===== src/rtl/sub_32_serial.sv =====
// Multi-cycle 32-bit subtractor: diff = in1 - in2 - bin, CHUNK bits per cycle, valid/ready handshake.
// Optional signed-overflow output ovf enabled by defining SUB_OVERFLOW_EN.
module sub_32_serial #(
  parameter int unsigned CHUNK = 8
) (
  input  logic        clk,
  input  logic        rst,
  input  logic        in_valid,
  output logic        in_ready,
  input  logic [31:0] in1,
  input  logic [31:0] in2,
  input  logic        bin,
  output logic        out_valid,
  input  logic        out_ready,
  output logic [31:0] diff,
`ifdef SUB_OVERFLOW_EN
  output logic        ovf,
`endif
  output logic        bout
);

  localparam int unsigned N     = 32 / CHUNK;
  localparam int unsigned IDX_W = (N > 1) ? $clog2(N) : 1;

  if (!(CHUNK == 1 || CHUNK == 2 || CHUNK == 4 || CHUNK == 8 ||
        CHUNK == 16 || CHUNK == 32)) begin : g_bad_chunk
    $error("sub_32_serial: CHUNK must be 1, 2, 4, 8, 16 or 32");
  end

  typedef enum logic [1:0] {
    IDLE = 2'd0,
    BUSY = 2'd1,
    DONE = 2'd2
  } state_t;

  state_t             state_q,     state_d;
  logic [31:0]        a_q,         a_d;
  logic [31:0]        b_q,         b_d;
  logic               borrow_q,    borrow_d;
  logic [IDX_W-1:0]   idx_q,       idx_d;
  logic [31:0]        diff_q,      diff_d;
  logic               bout_q,      bout_d;
  logic               in_ready_q,  in_ready_d;
  logic               out_valid_q, out_valid_d;
`ifdef SUB_OVERFLOW_EN
  logic               ovf_q,       ovf_d;
`endif

  logic [CHUNK-1:0]   a_s, b_s;
  logic [CHUNK:0]     slice_full;
  int unsigned        base;

  // Current slice: the extra top bit of the widened difference is the borrow-out.
  always_comb begin
    base       = 32'(idx_q) * CHUNK;
    a_s        = a_q[base +: CHUNK];
    b_s        = b_q[base +: CHUNK];
    slice_full = {1'b0, a_s} - {1'b0, b_s} - {{CHUNK{1'b0}}, borrow_q};
  end

  always_comb begin
    state_d     = state_q;
    a_d         = a_q;
    b_d         = b_q;
    borrow_d    = borrow_q;
    idx_d       = idx_q;
    diff_d      = diff_q;
    bout_d      = bout_q;
    in_ready_d  = in_ready_q;
    out_valid_d = out_valid_q;
`ifdef SUB_OVERFLOW_EN
    ovf_d       = ovf_q;
`endif
    unique case (state_q)
      IDLE: begin
        if (in_valid) begin
          a_d        = in1;
          b_d        = in2;
          borrow_d   = bin;
          idx_d      = '0;
          diff_d     = '0;
          bout_d     = 1'b0;
`ifdef SUB_OVERFLOW_EN
          ovf_d      = 1'b0;
`endif
          in_ready_d = 1'b0;
          state_d    = BUSY;
        end
      end
      BUSY: begin
        diff_d[base +: CHUNK] = slice_full[CHUNK-1:0];
        borrow_d              = slice_full[CHUNK];
        if (idx_q == IDX_W'(N - 1)) begin
          bout_d      = slice_full[CHUNK];
          out_valid_d = 1'b1;
          state_d     = DONE;
`ifdef SUB_OVERFLOW_EN
          // Sign-based form, equivalent to borrow-into-bit-31 XOR borrow-out.
          ovf_d = (a_q[31] ^ b_q[31]) & (a_q[31] ^ slice_full[CHUNK-1]);
`endif
        end else begin
          idx_d = idx_q + 1'b1;
        end
      end
      DONE: begin
        if (out_ready) begin
          out_valid_d = 1'b0;
          in_ready_d  = 1'b1;
          state_d     = IDLE;
        end
      end
      default: begin
        state_d     = IDLE;
        in_ready_d  = 1'b1;
        out_valid_d = 1'b0;
      end
    endcase
  end

  always_ff @(posedge clk or posedge rst) begin
    if (rst) begin
      state_q     <= IDLE;
      a_q         <= '0;
      b_q         <= '0;
      borrow_q    <= 1'b0;
      idx_q       <= '0;
      diff_q      <= '0;
      bout_q      <= 1'b0;
      in_ready_q  <= 1'b1;
      out_valid_q <= 1'b0;
`ifdef SUB_OVERFLOW_EN
      ovf_q       <= 1'b0;
`endif
    end else begin
      state_q     <= state_d;
      a_q         <= a_d;
      b_q         <= b_d;
      borrow_q    <= borrow_d;
      idx_q       <= idx_d;
      diff_q      <= diff_d;
      bout_q      <= bout_d;
      in_ready_q  <= in_ready_d;
      out_valid_q <= out_valid_d;
`ifdef SUB_OVERFLOW_EN
      ovf_q       <= ovf_d;
`endif
    end
  end

  assign in_ready  = in_ready_q;
  assign out_valid = out_valid_q;
  assign diff      = diff_q;
  assign bout      = bout_q;
`ifdef SUB_OVERFLOW_EN
  assign ovf       = ovf_q;
`endif

endmodule


===== config.mk =====
export PLATFORM = sky130hd
export DESIGN_NAME = sub_32_serial
export DESIGN_NICKNAME = d
export VERILOG_FILES = /design/src/rtl/sub_32_serial.sv
export SDC_FILE = /design/constraint.sdc
export NUM_CORES = 1
export LEC_CHECK = 0
export CELL_PAD_IN_SITES_DETAIL_PLACEMENT = 1
export CELL_PAD_IN_SITES_GLOBAL_PLACEMENT = 1
export CORE_ASPECT_RATIO = 2
export CORE_MARGIN = 2
export CORE_UTILIZATION = 30
export DETAILED_ROUTE_END_ITERATION = 16
export GPL_TIMING_DRIVEN = 0
export PLACE_DENSITY_LB_ADDON = 0.3
export SLEW_MARGIN = 20
export SYNTH_ARGS = -nofsm -noshare
export SYNTH_HDL_FRONTEND = slang
export SYNTH_SLANG_ARGS = --single-unit

===== constraint.sdc =====
create_clock -name clk -period 4.9 [get_ports clk]
set_input_delay 0.49 -clock clk [delete_from_list [all_inputs] [get_ports clk]]
set_output_delay 0.49 -clock clk [all_outputs]
set_load 0.02 [all_outputs]

* After elaboration in Yosys (flattened, before gate mapping)
Index checks and enable logic that the tools add are counted.
** Word-level totals
- Register bits :: 104
- Latch bits :: 0
- Memory bits (writable) :: 0
- ROM bits :: 0
- Input port bits :: 69
- Word-level logic and storage cells :: 55
- Memories :: 0
** Cells by class
- Add/sub/neg operators :: 4
- $mul :: 0
- Div/mod/pow operators :: 0
- $lt $le $gt $ge :: 0
- Eq/ne operators :: 7
- Shift operators :: 4
- Muxes and demuxes :: 20
- Bitwise gates (word level) :: 2
- Reduce and logical (&&, ||, !) cells :: 9
** Operators by type and width (number)
- $pmux W32 S2 :: 1
- $shiftx A32 B6 Y8 :: 2
- $neg A5 Y34 :: 1
- $shift A8 B34 Y32 const A :: 1
- $shiftx A8 B34 Y32 :: 1
- $bwmux W32 :: 1
- $mux W32 :: 1
- $reduce_and A3 Y1 :: 5
- $mux W2 :: 5
- $sub A8 B8 Y9 :: 1
- $sub A9 B1 Y9 :: 1
- $ne A2 B2 Y1 const B :: 4
- $mux W1 :: 6
- $pmux W1 S3 :: 2
- $pmux W2 S3 :: 1
- $eq A2 B2 Y1 const B :: 2
- $pmux W1 S2 :: 2
- $pmux W2 S2 :: 1
- $reduce_and A2 Y1 :: 2
- $add A2 B1 Y2 const B :: 1
- $eq A2 B1 Y1 const B :: 1
- $logic_not A2 Y1 :: 1
- $not A1 Y1 :: 2
- $reduce_bool A2 Y1 :: 1

* Logic depth before layout (Yosys ltp)
- Depth after elaboration :: 6
- Depth in mapped cells :: 12
- Mapped depth without buffers :: 10

* Worst setup path before layout
No wires, ideal clock.
- Path kind :: flip-flop to flip-flop
- From :: reg idx_q[0]
- To :: reg bout_q (netlist: bout)
- Setup time :: 0.069 ns
- Arrival time :: 3.474 ns
- Data required time :: 4.831 ns
- Slack :: 1.357 ns
- Stages on the path, launching flop included :: 11
- Path buffers :: 2
- Cells stage by stage :: dfrtp_1 buf_6 buf_1 mux4_2 fa_1 fa_1 nand2b_1 a31oi_1 o21ai_0 or4_1 nand3_1
** Between the ends
- Word-level cells in the longest chain between the ends :: 5
** RTL lines
- start: declaration :: RTL line 40 : logic [IDX_W-1:0] idx_q, idx_d;
- start signal: assignment :: RTL line 139 : idx_q <= idx_d;
- $shiftx A32 B6 Y8, on equally long branches :: RTL line 56, 57
- $sub A8 B8 Y9 :: RTL line 58 : slice_full = {1'b0, a_s} - {1'b0, b_s} - {{CHUNK{1'b0}}, borrow_q};
- $sub A9 B1 Y9 :: RTL line 58
- $mux W1 :: RTL line 93 : if (idx_q == IDX_W'(N - 1)) begin
- $pmux W1 S2 :: RTL line 74 : unique case (state_q)
- end signal: assignment :: RTL line 141 : bout_q <= bout_d;
- end: declaration :: RTL line 42 : logic bout_q, bout_d;
Several ways; a longest one is shown, not always the timed one. The select of a mux whose other input is x is not followed.
A chain may end at the register's enable or synchronous reset.

* Worst setup path in the final report
Same ends and word-level chain as after synthesis.

==> results.toml <==
[die]
die_area_mm2 = 0.01697
fp.dieH_um = 182.2
core_footprint_mm2 = 0.01570
die_x_um = 93.13
count_of_boundary_i_o_pins = 104
cell_rows = 65
start_util_pct = 30.36

[place]
hpwl_reported_at_the_end_of_detailed_placement_mm = 10.07
post-place-ws_ps = 557.2
gpl_wtd_cong = 0.7864
portBuffers = 103

[sta]
hold_slack_ps = 502.0
max_freq_mhz = 234.7
postLayoutSetupSlackWorst_ps = 639.5
setup-violations-final = 0
period_needed_ps = 4260
finalCritPeriodShare_pct = 86.95
timing_worst_slew_pin_value_ps = 1012
final.setup_skew_ps = 11.63
hold_viol = 0
setup-tns-final_ps = 0
final_max_slew_viol_count = 0
worst_max_slew_margin_expressed_relative_to_the_limit_pct = 31.98
rsz0062_at_grt = "false"

[setup_path]
endpoint_kind = "flop"
timing.critical_path.slowest_stage_cell = "sky130_fd_sc_hd__buf_1"
cp_cell_sequence = "buf_6, buf_1, mux4_2, fa_1, fa_1, nand2b_1, a31oi_1, o21ai_0, or4_1, nand3_1"
cpMostUsedCell = "sky130_fd_sc_hd__fa_1"
timing_worst_setup_path_type = "flop to flop"
crit_path_max_fanout = 10
slowest_delay_ps = 760
start_kind = "flop"
worst-endpoint-required_ps = 5180
critical-path-top-delay-family = "buffers and inverters"
data_arrival_time_of_the_critical_path_ps = 4540
timing.critical_path.buf_inv = 2

[synth]
synth-main-ff-cell = "sky130_fd_sc_hd__dfrtp_1"
postSynthNetCount = 428
syn-mean-instance-area_um2 = 13.98
synthDominantAreaCellType = "sky130_fd_sc_hd__dfrtp_1"
yosysMostFrequentCell = "sky130_fd_sc_hd__dfrtp_1"
synthDistinctLibCells = 37
synth-warning-count = 0
ys_seq_elements = 104
syn_inst = 341
synth_top_cells_by_area = "sky130_fd_sc_hd__dfrtp_1 (54%), sky130_fd_sc_hd__mux2_2 (15%), sky130_fd_sc_hd__mux4_2 (7.6%), sky130_fd_sc_hd__a22o_1 (5.9%), sky130_fd_sc_hd__ha_1 (4.2%)"
sequential_area_share_after_synthesis_pct = 54.63
asyncSetResetFlopFracSynth_pct = 100.0
commonest_cells_post_synth = "sky130_fd_sc_hd__dfrtp_1 (103), sky130_fd_sc_hd__mux2_2 (64), sky130_fd_sc_hd__a22o_1 (32), sky130_fd_sc_hd__inv_1 (25), sky130_fd_sc_hd__nand2_1 (19)"
synth.cell_area_mm2 = 0.004766
synth_largest_type_area_fraction_pct = 54.08
synth-edff-count = 0

[global_routing]
globalRouteOverflowTotal = 0
maximum_number_of_pins_on_one_net_before_global_route_repair = 67
grt_antenna_before_repair = 0
first_global_vias = 3642
grt_first_pass_wirelength_mm = 20.36
grt.total_usage_pct = 15.84

[route]
average_via_count_per_standard_cell = 4.913
wl_met1_mm = 4.485
initialDrtViolationCount = 105
route.top_layer_used = "met4"
dr_wl_met3_um = 324
drt_wl_total_mm = 12.49
number_of_vias_after_detailed_routing = 3257
final_antenna_net_count = 0
routed_wire_length_per_instance_um = 18.84
route.detailed.drc = 0
detail_route.first_pass.iterations = 4
met2WireLength_mm = 7.501

[clock_network]
clock_tree_from_tritoncts = "done"
tritoncts.num_buffers = 9
post-cts-setup-buffers = 0
cts_buffer_depth = 2
clk_pin_slew_ps = 80
postCtsHoldBufs = 0
cts_max_level = 3
later_pin_clock_latency_in_the_skew_report_ps = 350
clock_sinks = 104
post_cts.resized_instances = 0
cts_root_buffer = "sky130_fd_sc_hd__clkbuf_16"

[power_and_ir_drop]
leakage_uw = 0.002703
totalPowerFinal_uw = 5159
power.ir.vdd_worst_uv = 319.1
power-per-cell-area_mw_per_mm2 = 807.8

[run]
number_of_max_cap_violations = 0

[final_layout]
flow.area_growth_from_synthesis_pct = 34.00
post_route_cells_drive_above_1_share_pct = 22.73
antenna_cells = 0
utilization_pct = 40.69
num-nets-final = 544

[min_path]
hold_path.class = "input port to asynchronous set/reset pin"

[outcome]
status = "finished, final reports clean"
==> registers in the layout (all words and copies together), names as in the netlist <==
name / count
a_q: 32
b_q: 32
diff: 32
idx_q: 2
state_q: 2
borrow_q: 1
bout: 1
in_ready: 1
out_valid: 1
==> final timing paths <==
kind	slack, ps	start	cells after the start	to
worst min-delay path	500	rst	2	a_q[24]
max in group asynchronous	3730	rst	3	diff[27]
worst max register to register	640	idx_q[0]	10	bout
worst min register to register	510	diff[15]	1	diff[15]
min in group clk	510	diff[15]	1	diff[15]
worst max-delay path	640	idx_q[0]	10	bout
==> report_power, final <==
part	internal (µW)	switching [µW]	leakage (µW)
clock network	365	334	0.000144
registers	1240	207	0.00129
logic	1350	1670	0.00127
==> placed cells by master (no fill, tap or decap), drive strengths merged, types with 5 or more instances in the layout <==
cell type      synthesis  layout
dfrtp                103     103
clkdlybuf4s50          0     103
mux2                  64      64
a22o                  32      32
inv                   25      28
nand2                 19      19
clkbuf                 9      19
mux4                  16      16
ha                    16      16
a21oi                  8       8
o21ai                  7       7
nand3                  5       5
==> worst register-to-register path: cells and delay by family (launching register included) <==
kind / cells / cell delay (ps)
AND/OR/NAND/NOR: 3 / 740
buffers and inverters: 2 / 960
adder cells (fa/ha/maj): 2 / 930
multiplexers: 1 / 630
flip-flops: 1 / 400
AO/OA/AOI/OAI: 2 / 540
==> area by class of cell <==
| class | instances | area (µm²) |
|---|---|---|
| Fill cell | 1648 | 9310 |
| Sequential cell | 104 | 2604 |
| Multi-Input combinational cell | 201 | 2032 |
| Timing Repair Buffer | 105 | 1064 |
| Tap cell | 201 | 251.5 |
| Clock buffer | 10 | 239.0 |
| Inverter | 25 | 98.84 |
| Clock inverter | 6 | 48.80 |
| Buffer | 11 | 48.80 |
==> through the flow <==
stage / instance area, µm² / instances
2_1_floorplan: 4766 / 341
3_5_place_dp: 6098 / 647
3_3_place_gp: 6048 / 645
4_1_cts: 6386 / 663
6_report: 6386 / 663
5_1_grt: 6386 / 663
==> kinds of logic after synthesis <==
kind of cell	share of synthesized area, %
flip-flops	54.63
multiplexers	22.89
AO/OA/AOI/OAI	9.452
AND/OR/NAND/NOR	3.885
buffers and inverters	2.993
adder cells (fa/ha/maj)	5.041
XOR/XNOR	1.103
==> routing by layer <==
| metal | vias to the layer above | GRT usage [%] |
|---|---|---|
| li1 | 1482 | - |
| met1 | 1699 | 17.16 |
| met2 | 66 | 30.96 |
| met3 | 10 | 2.230 |
| met4 | 0 | 4.706 |
| met5 | - | 0 |
Note: power is estimated with default switching activity, not from simulation.
